===== config.mk =====
export PLATFORM = sky130hd
export DESIGN_NAME = clk_enable_gen
export DESIGN_NICKNAME = d
export VERILOG_FILES = /design/src/rtl/clk_gen_pkg.sv /design/src/rtl/clk_enable_channel.sv /design/src/rtl/clk_enable_gen.sv
export SDC_FILE = /design/constraint.sdc
export NUM_CORES = 1
export LEC_CHECK = 0
export ABC_AREA = 1
export BUFFER_PORTS_ARGS = -buffer_cell sky130_fd_sc_hd__buf_2
export CAP_MARGIN = 25
export CORE_MARGIN = 2
export CORE_UTILIZATION = 50
export CTS_BUF_LIST = sky130_fd_sc_hd__clkbuf_2
export DETAILED_ROUTE_END_ITERATION = 8
export PLACE_DENSITY_LB_ADDON = 0.15
export SYNTH_ARGS = -nofsm -noshare
export SYNTH_HDL_FRONTEND = slang
export SYNTH_SLANG_ARGS = --single-unit

===== constraint.sdc =====
create_clock -name CLK -period 1.9 [get_ports CLK]
set_input_delay 0.19 -clock CLK [delete_from_list [all_inputs] [get_ports CLK]]
set_output_delay 0.19 -clock CLK [all_outputs]
set_load 0.02 [all_outputs]

===== src/rtl/clk_gen_pkg.sv =====
// Shared defaults and helpers for the clock-enable generator.
// div_eff() maps a zero divisor onto 1 so every channel always has a legal period.
package clk_gen_pkg;
  localparam int DIV_W_DEF   = 8;
  localparam int HOLDOFF_DEF = 16;
  // Widest divisor the helper handles; callers zero-extend into it.
  localparam int DIV_MAX_W   = 32;

  function automatic logic [DIV_MAX_W-1:0] div_eff(input logic [DIV_MAX_W-1:0] n);
    return (n == '0) ? DIV_MAX_W'(1) : n;
  endfunction
endpackage


===== src/rtl/clk_enable_channel.sv =====
// One divider channel: counts enabled cycles and emits a one-cycle strobe
// plus a 50% square wave every div_act counted cycles.
module clk_enable_channel
  import clk_gen_pkg::*;
#(
  parameter int DIV_W = DIV_W_DEF
) (
  input  logic             clk,
  input  logic             rst,
  input  logic             ready,
  input  logic             align,
  input  logic             run,
  input  logic [DIV_W-1:0] div,
  output logic             stb,
  output logic             sq
);

  logic [DIV_W-1:0] cnt;
  logic [DIV_W-1:0] div_act;
  logic [DIV_W-1:0] div_next;
  logic             terminal;

  assign div_next = DIV_W'(div_eff(DIV_MAX_W'(div)));
  // div_act is never 0, so the subtraction cannot underflow while counting.
  assign terminal = (cnt == div_act - DIV_W'(1));

  always_ff @(posedge clk or posedge rst) begin
    if (rst) begin
      cnt     <= '0;
      div_act <= DIV_W'(1);
      stb     <= 1'b0;
      sq      <= 1'b0;
    end else if (!ready || align) begin
      cnt     <= '0;
      div_act <= div_next;
      stb     <= 1'b0;
      sq      <= 1'b0;
    end else if (!run) begin
      stb <= 1'b0;
    end else if (terminal) begin
      // A new divisor is only picked up here, so periods are never cut short.
      cnt     <= '0;
      div_act <= div_next;
      stb     <= 1'b1;
      sq      <= ~sq;
    end else begin
      cnt <= cnt + DIV_W'(1);
      stb <= 1'b0;
    end
  end

endmodule


===== src/rtl/clk_enable_gen.sv =====
// Board-level reset release and multi-channel clock-enable generator.
// RESET asserts RST_OUT asynchronously; release is synchronised and held off.
module clk_enable_gen
  import clk_gen_pkg::*;
#(
  parameter int NUM_CH  = 2,
  parameter int DIV_W   = DIV_W_DEF,
  parameter int HOLDOFF = HOLDOFF_DEF
) (
  input  logic                    CLK,
  input  logic                    RESET,
  input  logic [NUM_CH-1:0]       RUN,
  input  logic                    ALIGN,
  input  logic [NUM_CH*DIV_W-1:0] DIV,
  output logic                    RST_OUT,
  output logic                    READY,
  output logic [NUM_CH-1:0]       STB,
  output logic [NUM_CH-1:0]       SQ
);

  localparam int HW = (HOLDOFF > 1) ? $clog2(HOLDOFF) : 1;

  logic [1:0]    sync;
  logic [HW-1:0] hold_cnt;
  logic          ready;

  // sync[1] goes low on the 2nd edge after release; the holdoff then runs
  // HOLDOFF more edges, so ready rises on edge 2+HOLDOFF.
  always_ff @(posedge CLK or posedge RESET) begin
    if (RESET) begin
      sync     <= 2'b11;
      hold_cnt <= '0;
      ready    <= 1'b0;
    end else begin
      sync <= {sync[0], 1'b0};
      if (!sync[1] && !ready) begin
        if (hold_cnt == HW'(HOLDOFF - 1)) begin
          ready <= 1'b1;
        end else begin
          hold_cnt <= hold_cnt + HW'(1);
        end
      end
    end
  end

  // Both outputs come straight from one flop, so they cannot glitch.
  assign READY   = ready;
  assign RST_OUT = ~ready;

  for (genvar i = 0; i < NUM_CH; i++) begin : g_ch
    clk_enable_channel #(
      .DIV_W(DIV_W)
    ) u_ch (
      .clk  (CLK),
      .rst  (RESET),
      .ready(ready),
      .align(ALIGN),
      .run  (RUN[i]),
      .div  (DIV[i*DIV_W +: DIV_W]),
      .stb  (STB[i]),
      .sq   (SQ[i])
    );
  end

endmodule


==> results, run 1 <==
- Among all flip-flop cells after synthesis, the most frequent one is sky130_fd_sc_hd__dfrtp_1.
- The detailed placement HPWL is around 3700 um.
- Counting flops with a built-in enable in the synthesized netlist gives 0.
- The TritonCTS clock tree is yes.
- Synthesis produced a netlist with a net count of ~350.
- The final reports fail on setup timing.
- For this design the top-level I/O count stands at 27.
- During synthesis, Yosys emitted a total of 0 warnings.
- The die is ~75 um tall.
- Wires add up to a little under 6000 um.
- Adding up every negative setup slack in the final design gives -0.7891 ns.
- The number of non-filler instances in the completed layout is ~460.
- The worst pin sits at a relative slew slack of 57.41%.
- After synthesis, flip-flops and latches occupy a little over two fifths of the total area.
- The initial utilization of the core area, before any placement, comes to 52.84%.
- The ratio of final minimum period to clock period is 104.6%.
- The number of levels the H-tree was split into is 2.
- The slew at the pin closest to its max-slew limit is 0.6372 ns.
- The growth of design area from synthesis to finish is 28.25%.
- The first detailed-routing pass ran for 4 iterations.
- The clock drives 43 sinks.
- Of all nets on the critical path, the largest fanout is 5.
- The critical path class is register to register.
- In this run, synthesis produced a sequential element count of 43.
- The die outline area is 5642 um^2.
- The flow ran to the end, but the final reports show violations.
- The highest clock frequency the design can meet is 0.5031 GHz.
- The clock passes through at most 2 buffers.
- The detailed-route wire length per cell is 13.04 um.
- The number of global-route vias before repair is 2193.
- The routability congestion estimate from global placement is approximately 0.87.
- The number of antenna violations at the first check in global routing is 0.
- The number of hold violations in the final report is 0.
- The wire length of the first global-routing pass is between 9000 and 10000 um.
- Using the TritonRoute via totals, the vias-per-cell ratio works out to between 5 and 6.
- VDD sags by at most between 700 and 800 uV.
- In the final design database the tool counted between 400 and 500 nets.
- On the final layout, the worst hold slack is approximately 0.041 ns.
- For the worst setup path, the data required time is about 2.3 ns.
- The cell area that synthesis handed to floorplanning was 2529 um^2.
- The count of nets left with antenna violations once routing finished came out at 0.
- After global routing the overflow that remains totals 0.
- The worst setup slack after layout is -0.08778 ns.
- The clock period minus final worst setup slack is a little under 2 ns.
- Clock latency on the worst-skew pair, taken at its later pin, is approximately 0.42 ns.
- The worst hold path was traced through 3 stages.
- The mean area per synthesized cell is roughly 7.7 um^2.
- Entering global routing, the biggest net connects 44 pins.
- In this run the critical register-to-register path is launched from g_ch[0].u_ch.div_act[0].
- The setup clock skew after layout is 0.02107 ns.
- Across all register-to-register paths, the minimum setup slack is -0.09 ns.
- Summed over all cells, the static leakage comes to approximately 1.6 nW.
- Counting tap cells, the placed design contains a total of 425 instances.
- The worst setup path is captured at a register.
- The remaining design rule violation count is 0.
- In this run the power density over the cells is 1007 nW/um^2.
- The cell depth of the worst flop-to-flop path is 11.
- The floorplan step set the die width to 75.12 um.
- The antenna diode count is 0.
- Row generation in the floorplan step produced 25 rows.
- The number of buffers created by CTS is 5.
- Across all layers, the routed design uses 2295 vias.
- The number of filler instances in the final layout is between 400 and 500.
- The most frequent standard cell in the layout excluding fill and tap cells is sky130_fd_sc_hd__nand2_1.
- The max capacitance violation total is 0.
- Setup repair after global routing could not meet its margin everywhere.
- The violation count after the first detailed-routing iteration is between 100 and 150.
- The type of the most critical hold path is input port to register.
- The worst hold path begins at RUN[1].
- Leaving out fill and tap cells, the most frequent cells in the layout are 81 x sky130_fd_sc_hd__nand2_1, 39 x sky130_fd_sc_hd__dfrtp_1, 27 x sky130_fd_sc_hd__inv_1.
- Port buffering added 26 buffers.
- The core footprint is 4786 um^2.
- The startpoint kind of the worst setup timing path is a register.
- The number of distinct library cells after synthesis is 34.
- The synthesized instance count is 328.
- Data on the critical path arrives at its endpoint at about 2.3 ns.
- The proportion of register bits with asynchronous set or reset after synthesis is 100.0%.
- The clock transition time at the flip-flop clock pins of the worst setup and hold paths is 0.23 ns.
- The final count of pins violating max slew is 0.
- The path with the worst hold slack has its endpoint at g_ch[1].u_ch.cnt[0].
- The tree is rooted in a sky130_fd_sc_hd__clkbuf_2.
- The setup-violating endpoint count in the final report is 24.
- Of the cells placed in the final design, the portion with a size suffix greater than 1 is 29.38%.
- The total global-route track usage is between 20 and 25%.
- The end of the worst register-to-register path is g_ch[0].u_ch.div_act[1].
-- metal layers --
layer	track usage [%]	part of all wire [%]
met5	0	0
met4	5.754	1.8
met3	4.150	3.8
met2	42.20	53
met1	27.06	42
-- state kept, by name, summed over array words and instances (netlist names) --
signal             count
g_ch.u_ch.sq           2
g_ch.u_ch.cnt         16
g_ch.u_ch.stb          2
g_ch.u_ch.div_act     16
READY                  1
hold_cnt               4
sync                   2
-- critical path, cell delays in order, from the launching register on --
cell and delay, ns:
sky130_fd_sc_hd__dfstp_2 0.58, sky130_fd_sc_hd__inv_2 0.05, sky130_fd_sc_hd__ha_4 0.26, sky130_fd_sc_hd__xor2_1 0.14, sky130_fd_sc_hd__nand2_1 0.08, sky130_fd_sc_hd__nor2_2 0.10
sky130_fd_sc_hd__nand3_2 0.10, sky130_fd_sc_hd__nor2_4 0.15, sky130_fd_sc_hd__nand3_4 0.19, sky130_fd_sc_hd__buf_6 0.19, sky130_fd_sc_hd__nand3_2 0.06, sky130_fd_sc_hd__nand2_2 0.05
-- cell families after synthesis --
group,share of synthesized area [%]
compound gates,3.760
xor+xnor,9.352
fa+ha+maj,2.474
buf+inv,7.768
flops,42.75
other cells,0.1483
simple gates,33.75
-- power by group --
group          switching [mW]  internal [mW]  leakage [nW]
logic                   0.912          0.632          1.02
clock network           0.305         0.0937        0.0290
registers               0.206           1.12         0.543
total                    1.42           1.84          1.59
-- synthesized netlist by cell type (2+ instances only) --
master                      n  area (um^2)
sky130_fd_sc_hd__o21ai_0    4        20.02
sky130_fd_sc_hd__inv_2      4        15.01
sky130_fd_sc_hd__nand3b_1   2        15.01
sky130_fd_sc_hd__o22ai_1    6        37.54
sky130_fd_sc_hd__nand2_1   96        360.4
sky130_fd_sc_hd__nor2_1    30        112.6
sky130_fd_sc_hd__nor2_2     4        25.02
sky130_fd_sc_hd__inv_1     30        112.6
sky130_fd_sc_hd__nor4_1     2        12.51
sky130_fd_sc_hd__xnor2_1    9        78.83
sky130_fd_sc_hd__dfrtp_1   39        975.9
sky130_fd_sc_hd__nand3_1   39        195.2
sky130_fd_sc_hd__xor2_1    18        157.7
sky130_fd_sc_hd__ha_1       5        62.56
sky130_fd_sc_hd__buf_4      4        30.03
sky130_fd_sc_hd__nand2_2    7        43.79
sky130_fd_sc_hd__nand4_1    3        18.77
sky130_fd_sc_hd__a21oi_1    2        10.01
sky130_fd_sc_hd__a21o_1     2        15.01
sky130_fd_sc_hd__dfstp_2    4        105.1
sky130_fd_sc_hd__nor3_1     5        25.02
-- stage by stage --
| step | setup slack (ns) | area, um^2 | total power, mW | util [%] |
|---|---|---|---|---|
| after floorplan | 0.03612 | 2529 | 2.247 | - |
| after global placement | -0.08791 | 2771 | 2.513 | 57.91 |
| after detailed placement | -0.1665 | 2771 | 2.549 | 57.91 |
| after CTS | -0.04199 | 3137 | 3.156 | 65.54 |
| after global routing | -0.2189 | 3243 | 3.546 | 67.76 |
| final | -0.08778 | 3243 | 3.265 | 67.76 |
-- what timing repair did --
action | CTS | global route
hold buffers | 15 | 0
setup buffers | 1 | 3
endpoints found under the setup margin | 26 | 34
hold endpoints to repair | 53 | 0
pin swaps | 21 | 13
cloned | 3 | 0
resized for setup | 30 | 21
-- final cells by class --
class                      instances  area (um^2)  area share (%)
multi-input combinational        244         1481           45.68
sequential                        43         1081           33.33
timing repair buffer              59        426.7           13.16
inverter                          34        127.6           3.935
tap                               67        83.83           2.585
clock buffer                       6        30.03          0.9259
clock inverter                     2        12.51          0.3858
-- worst max-delay path by stage --
| stage | from | end |
|---|---|---|
| finish | g_ch[0].u_ch.div_act[0] | g_ch[0].u_ch.div_act[1] |
| global route | g_ch[0].u_ch.div_act[0] | g_ch[0].u_ch.div_act[3] |
| detailed placement | g_ch[0].u_ch.div_act[0] | g_ch[0].u_ch.div_act[0] |
| CTS | g_ch[0].u_ch.div_act[0] | g_ch[0].u_ch.div_act[3] |
| floorplan | g_ch[0].u_ch.div_act[0] | g_ch[0].u_ch.div_act[1] |
| global placement | g_ch[0].u_ch.div_act[0] | g_ch[0].u_ch.div_act[0] |
Power figures use the tool's default switching activity.
==> run 2, diff against run 1 <==
- CAP_MARGIN: 25 -> default
- SKIP_LAST_GASP: default -> 1
==> run 2 against run 1 <==
Worst hold slack about the same. Setup slack unchanged. Via count increased by 0.13%. Clock-buffer cell count unchanged. Die area unchanged. Non-clock buffer count unchanged. The flow still finishes with violations (setup timing). Largest cell class unchanged. Highest routed layer unchanged. Sequential cell count unchanged. Global-route usage unchanged. First-iteration DRC count decreased by 1.9%. Cell area unchanged.
==> results, run 2 (same netlist as run 1, synthesis figures left out) <==
- Pin placement for this block handled 27 I/O pins.
- The detailed-route wire length per cell is approximately 13 um.
- The post-route netlist has between 20% and 30% of its cells at a drive strength greater than 1.
- The total global-route track usage is around 23%.
- Tracing the worst setup path back leads to its startpoint at g_ch[0].u_ch.div_act[0].
- The path with the worst hold slack has its endpoint at g_ch[1].u_ch.cnt[0].
- Setup repair after global routing could not meet its margin everywhere.
- The number of antenna violations at the first check in global routing is 0.
- The checks that failed: setup timing.
- Net switching is between 40 and 50% of the power.
- Across all layers, the routed design uses approximately 2300 vias.
- The run finished, with violations left.
- The number of levels the H-tree was split into is 2.
- After the first detailed-routing iteration, the DRC count stood at 103.
- The count of cells along the worst hold path is 3.
- The TritonCTS clock tree is yes.
- The startpoint of the lowest-slack hold path is RUN[1].
- The wire length of the first global-routing pass is ~10000 um.
- In this run the register-to-register setup slack is -0.09 ns.
- The tree built by TritonCTS fans out to 43 sinks.
- Buffers placed on the I/O ports in this run total 26.
- The number of optimization iterations in the first detailed-route pass is 4.
- The growth of design area from synthesis to finish is 28.25%.
- The post-layout total power is between 3 and 4 mW.
- Of the total power, registers draw a little over 40%.
- The largest registers in the layout are g_ch.u_ch.cnt x16, g_ch.u_ch.div_act x16, hold_cnt x4.
- The largest fanout on the critical path is 5.
- The cell depth of the worst flop-to-flop path is 11.
- The most frequent standard cell in the layout excluding fill and tap cells is sky130_fd_sc_hd__nand2_1.
- The top cell types in the final layout, fill and taps aside, are 81 x sky130_fd_sc_hd__nand2_1, 39 x sky130_fd_sc_hd__dfrtp_1, 27 x sky130_fd_sc_hd__inv_1.
- The setup-violating endpoint count in the final report is 24.
- The critical path goes through inv_2, ha_4, xor2_1, nand2_1, nor2_2, nand3_2, nor2_4, nand3_4, buf_6, nand3_2, nand2_2.
- The maximum root-to-sink buffer count is 2.
- The slowest library cell on the worst path is sky130_fd_sc_hd__dfstp_2.
- For the pin with the worst max-slew slack, the measured transition is 0.6356 ns.
- In this run the remaining antenna-violating nets after routing total 0.
- The final count of pins violating max slew is 0.
- The net count of the finished layout is between 400 and 500.
- The residual overflow from global routing is 0.
- The initial core utilization is between 50 and 60%.
- The critical path contains buffers and inverters numbering 2 combined.
- The power per unit of standard cell area is slightly above 1000 nW/um^2.
- Summed over all nets, the switching power comes to ~1.4 mW.
- In this run the static leakage power is around 1.6 nW.
- The element type at the critical path end is a register.
- By instance count, the cell type seen most on the critical path is sky130_fd_sc_hd__nand3_2.
- Derived from the worst setup path, the maximum achievable clock frequency is between 0.5 and 0.6 GHz.
- The smallest clock period supported by the final layout is computed as a little under 2 ns.
- The setup clock skew after layout is roughly 0.021 ns.
- The antenna diode count is 0.
- The clock transition time at the flip-flop clock pins of the worst setup and hold paths is approximately 0.23 ns.
- In this run the critical register-to-register path is launched from g_ch[0].u_ch.div_act[0].
- The top cell family by delay on the critical path is simple AND/OR/NAND/NOR gates.
- The floorplan step defined a die boundary enclosing about 5600 um^2.
- Entering global routing, the biggest net connects 44 pins.
- Measured against its own limit, the worst slew margin works out to a little under three fifths.
- The number of hold violations in the final report is 0.
- Of the total power, combinational logic draws between 40% and 50%.
- The signal arrival time at the worst endpoint is 2.34 ns.
- After detailed routing, the number of remaining DRC violations is 0.
- The critical path is of the register to register type.
- The die is ~75 um tall.
- The total area inside the core boundary comes to roughly 4800 um^2.
- Fill cells in the final layout number 405.
- The final critical path takes up 104.6% of the cycle.
- After layout, the worst setup slack is -0.08778 ns.
- At the worst endpoint, the required time is ~2.3 ns.
- The horizontal die dimension is between 70 and 80 um.
- The type of the most critical hold path is input port to register.
- The number of global-route vias before repair is 2193.
- The fraction of power consumed by the clock network is between 10% and 20%.
- The number of buffers created by CTS is 5.
- The end of the worst register-to-register path is g_ch[0].u_ch.div_act[1].
- The largest single stage delay on the critical path is 0.58 ns.
- Cell internal power was estimated by the tool at 1.842 mW.
- The routability congestion estimate from global placement is between 0.8 and 0.9.
- Row generation in the floorplan step produced 25 rows.
- The aggregate routed wire length is roughly 5900 um.
- The number of vias per cell is a little over 5.
- The tool flagged a number of max-cap violations equal to 0.
- The number of cells on the critical path is 11.
- The core utilization of the finished layout is about two thirds.
- The startpoint kind of the worst setup timing path is a register.
- The detailed placement HPWL is approximately 3700 um.
- The insertion delay of the later-clocked pin in the worst-skew pair is 0.42 ns.
- CTS placed an instance of sky130_fd_sc_hd__clkbuf_2 at the clock tree root.
- VDD sags by at most roughly 720 uV.
==> run 2: cell counts in the layout (fill, tap and decap cells not counted) <==
No cell type changed its count.
==> run 2: how the worst max path moves through the flow <==
stage / endpoint / slack (ns)
5_1_grt: g_ch[0].u_ch.div_act[3] / -0.22
6_report: g_ch[0].u_ch.div_act[1] / -0.09
3_3_place_gp: g_ch[0].u_ch.div_act[0] / -0.09
3_5_place_dp: g_ch[0].u_ch.div_act[0] / -0.17
2_1_floorplan: g_ch[0].u_ch.div_act[1] / 0.04
4_1_cts: g_ch[0].u_ch.div_act[3] / -0.04
==> run 2: per-layer routing <==
| metal | wire, um | vias up | global-route usage (%) |
|---|---|---|---|
| met2 | 3128 | 51 | 42.20 |
| met3 | 223 | 11 | 4.150 |
| met4 | 106 | 0 | 5.754 |
| li1 | - | 1157 | - |
| met1 | 2481 | 1079 | 27.06 |
| met5 | 0 | - | 0 |
==> run 2: power groups by stage <==
| stage | sequential (mW) | combinational [mW] | clock (mW) |
|---|---|---|---|
| after detailed placement | 1.33 | 1.22 | 0 |
| after global routing | 1.36 | 1.74 | 0.446 |
| after global placement | 1.33 | 1.19 | 0 |
| final | 1.32 | 1.54 | 0.399 |
| after CTS | 1.32 | 1.41 | 0.415 |
| after floorplan | 1.31 | 0.937 | 0 |
==> run 2: cell type report <==
| type | instances | area (um^2) | share of cell area, % |
|---|---|---|---|
| multi-input cells | 244 | 1481 | 45.68 |
| well taps | 67 | 83.83 | 2.585 |
| flip-flops and latches | 43 | 1081 | 33.33 |
| clock buffers | 6 | 30.03 | 0.9259 |
| repair buffers | 59 | 426.7 | 13.16 |
| clock inverters | 2 | 12.51 | 0.3858 |
| inverters | 34 | 127.6 | 3.935 |
==> run 2: what timing repair did <==
action	CTS	global route
setup endpoints to repair	26	34
endpoints found under the hold margin	53	0
gates cloned	3	0
pin swaps	21	13
resized for setup	28	23
hold buffers	15	0
buffers inserted	1	3
==> run 2: per-stage QoR <==
| stage | area [um^2] | worst slack, ns | TNS, ns | instances | hold slack [ns] |
|---|---|---|---|---|---|
| 5_1_grt | 3243 | -0.2189 | -4.990 | 455 | 0.004610 |
| 3_3_place_gp | 2771 | -0.08791 | -1.046 | 425 | 0.3458 |
| 4_1_cts | 3134 | -0.04199 | -0.3867 | 452 | 0.002988 |
| 2_1_floorplan | 2529 | 0.03612 | 0 | 328 | 0.2939 |
| 6_report | 3243 | -0.08778 | -0.7972 | 455 | 0.04124 |
| 3_5_place_dp | 2771 | -0.1665 | -2.233 | 425 | 0.3473 |
==> run 2: worst register-to-register path, delay by kind of cell, from the launching register on <==
| kind | cells | cell delay [ns] |
|---|---|---|
| adder cells (fa/ha/maj) | 1 | 0.26 |
| flip-flops | 1 | 0.58 |
| AND/OR/NAND/NOR | 7 | 0.73 |
| buffers and inverters | 2 | 0.24 |
| XOR/XNOR | 1 | 0.14 |
==> run 3, diff against run 2 <==
--- a/config.mk
+++ b/config.mk
@@ -13,2 +13,3 @@
 export DETAILED_ROUTE_END_ITERATION = 8
+export HOLD_SLACK_MARGIN = 0.15
 export PLACE_DENSITY_LB_ADDON = 0.15
==> constraint.sdc (replaced) <==
create_clock -name CLK -period 1.9 [get_ports CLK]
set_input_delay 0.38 -clock CLK [delete_from_list [all_inputs] [get_ports CLK]]
set_output_delay 0.38 -clock CLK [all_outputs]
set_load 0.02 [all_outputs]
==> run 3 against run 2 <==
The flow still finishes with violations (setup timing). Global-route usage decreased by 2.7 points. First-iteration DRC count decreased by 18%. Combinational power decreased by 8%. Routed wire length decreased by 12%.
==> results, run 3 (same netlist as run 1, synthesis figures left out) <==
- The number of antenna diodes in the final layout is 0.
- The initial core utilization is 52.84%.
- Setup repair after global routing could not meet its margin everywhere.
- The core footprint is between 4000 and 5000 um^2.
- In the final design database the tool counted between 400 and 500 nets.
- The first global-routing pass estimated slightly below 9000 um of wire.
- The routed layout has 2152 vias.
- Data on the critical path is required at its endpoint by 2.27 ns.
- Compared with the post-synthesis result, the final layout area differs by 22.37%.
- The number of antenna violations at the first check in global routing came to 0.
- The register area is roughly 1100 um^2.
- Counting I/O delays and the setup requirement, the final critical path takes 1.924 ns.
- In this run the static leakage power is around 1.5 nW.
- The startpoint of the most critical setup path is g_ch[1].u_ch.div_act[0].
- Counting tap cells, the placed design contains a total of between 400 and 500 instances.
- The filler cells instantiated in the layout total 416.
- STA classifies the critical path endpoint as a register.
- The tightest min-delay check is of the input port to register type.
- The largest incremental delay on the critical path is 0.58 ns.
- VDD sags by at most around 610 uV.
- The die outline area is between 5000 and 6000 um^2.
- Of the available clock period, the critical path in the final layout requires 101.2%.
- The most prevalent standard cell on the critical path is sky130_fd_sc_hd__nand2_1.
- Setup violations remaining at the end of the flow were counted as 3.
- The most frequent standard cell in the layout excluding fill and tap cells is sky130_fd_sc_hd__nand2_1.
- The count of clock tree sinks is 43.
- The core utilization of the finished layout is ~65%.
- The slowest library cell on the worst path is sky130_fd_sc_hd__dfstp_2.
- The number of non-filler instances in the completed layout is around 450.
- The run finished, with violations left.
- The startpoint kind of the worst setup timing path is a register.
- The routability congestion estimate from global placement is between 0.8 and 0.9.
- STA puts the critical path data arrival time at about 2.3 ns.
- The clock arrives with about 0.022 ns of skew.
- The number of buffers inserted by port buffering is 26.
- The maximum root-to-sink buffer count is 2.
- After detailed routing, the average wire length per cell comes to 11.69 um.
- Once routing completed, OpenROAD measured the worst setup slack at -0.02371 ns.
- At the pin with the least slew margin, the transition time is slightly above 0.6 ns.
- The end of the worst register-to-register path is g_ch[1].u_ch.div_act[5].
- The aggregate routed wire length is 5225 um.
- For this design the ratio of total power to cell area is 1013 nW/um^2.
- The total global-route track usage is roughly 20%.
- The library cells used most frequently in the layout, excluding fill and tap cells, are 89 x sky130_fd_sc_hd__nand2_1, 39 x sky130_fd_sc_hd__dfrtp_1, 31 x sky130_fd_sc_hd__nand3_1.
- The max capacitance violation total is 0.
- The setup check on the worst reg-to-reg path leaves a slack of -0.02 ns.
- The clock transition time at the flip-flop clock pins of the worst setup and hold paths is around 0.20 ns.
- The number of buffers created by CTS is 5.
- The post-detailed-route count of antenna-violating nets is 0.
- In this run the tightest slew margin relative to its limit is 58.77%.
- Entering global routing, the biggest net connects 44 pins.
- After detailed routing, the number of remaining DRC violations is 0.
- The final count of pins violating max slew is 0.
- The violation count after the first detailed-routing iteration is 84.
- The timing endpoint of the critical path is g_ch[1].u_ch.div_act[5].
- The number of hold violations in the final report is 0.
- The checks that failed: setup timing.
- The number of levels the H-tree was split into is 2.
- The residual overflow from global routing is 0.
- The placement row count is 25.
- The highest clock frequency the design can meet is just over 0.5 GHz.
- Walking the worst path, the cells encountered are inv_2, ha_4, inv_2, nand2_1, nand2_1, nor2_1, nand4_1, nor2_2, nand2_2, nand2_4, buf_6, nand3_1, nand2_1.
- The library cell used as clock root buffer is sky130_fd_sc_hd__clkbuf_2.
- The detailed placement HPWL is 3627 um.
- The number of vias per cell is ~4.8.
- The floorplan step set the die height to about 75 um.
- The post-route netlist has 25.79% of its cells at a drive strength greater than 1.
- The number of global-route vias before repair came to 1975.
- The cell depth of the worst flop-to-flop path is 13.
- The area of combinational cells with multiple inputs is approximately 1400 um^2.
- The startpoint identified for the worst register-to-register timing path is g_ch[1].u_ch.div_act[0].
- Clock latency on the worst-skew pair, taken at its later pin, is about 0.42 ns.
- The largest registers in the layout are g_ch.u_ch.cnt x16, g_ch.u_ch.div_act x16, hold_cnt x4.
- The horizontal die dimension is 75.12 um.
- The number of I/O pins is 27.
- The largest fanout on the critical path is 5.
- The critical path class is register to register.
- TritonCTS built the clock tree.
- The number of optimization iterations in the first detailed-route pass is 4.
## run 3: worst min-delay path by stage
stage / start / endpoint / slack (ns) / cells past startpoint
after global placement: sync[0] / sync[1] / 0.35 / 0
after floorplan: sync[0] / sync[1] / 0.35 / 0
after CTS: DIV[9] / g_ch[1].u_ch.div_act[1] / 0.17 / 3
after detailed placement: sync[0] / sync[1] / 0.35 / 0
final: DIV[11] / g_ch[1].u_ch.div_act[3] / 0.18 / 3
after global routing: DIV[11] / g_ch[1].u_ch.div_act[3] / 0.15 / 3
## run 3: area by class of cell
cell class / instances / area share, %
well taps: 67 / 2.709
multi-input cells: 242 / 44.88
inverters: 34 / 4.125
clock inverters: 2 / 0.4044
clock buffers: 6 / 0.9705
flip-flops and latches: 43 / 34.94
repair buffers: 53 / 11.97
## run 3: metal layers
| layer | GRT usage (%) | wire length (um) | vias up | share of wire (%) |
|---|---|---|---|---|
| met5 | 0 | 0 | - | 0 |
| met1 | 25.36 | 2410 | 974 | 46 |
| met3 | 4.150 | 137 | 10 | 2.6 |
| met2 | 34.11 | 2580 | 28 | 49 |
| li1 | - | - | 1140 | - |
| met4 | 7.143 | 97 | 0 | 1.9 |
## run 3: metrics by stage
step                hold WS (ns)  setup slack (ns)  total power [mW]  instance area [um^2]   TNS [ns]
floorplan                 0.3452           0.03612             2.247                  2529          0
global placement          0.3460         -0.003758             2.514                  2779  -0.003758
detailed placement        0.3473          -0.06469             2.546                  2779    -0.5552
CTS                       0.1704          -0.04582             3.019                  2977    -0.3390
global route              0.1544           -0.1572             3.439                  3094     -2.782
finish                    0.1831          -0.02371             3.136                  3094   -0.04591
## run 3: timing repair
| item | in CTS | in global routing |
|---|---|---|
| resized for setup | 10 | 28 |
| hold buffers | 8 | 1 |
| pin swaps | 6 | 15 |
| endpoints found under the setup margin | 26 | 35 |
| endpoints found under the hold margin | 46 | 1 |
| setup buffers | 3 | 0 |
| cloned | 0 | 1 |
## run 3: worst max-delay path: cells and delay by family (launching register included)
| kind | cells | cell delay, ns |
|---|---|---|
| simple gates | 9 | 0.82 |
| buf+inv | 3 | 0.22 |
| flops | 1 | 0.58 |
| fa+ha+maj | 1 | 0.26 |
## run 3: power by group
group	switching, mW	total [mW]	leakage, nW	internal (mW)
logic	0.830	1.42	0.971	0.587
clock network	0.299	0.392	0.0290	0.0937
registers	0.209	1.33	0.543	1.12
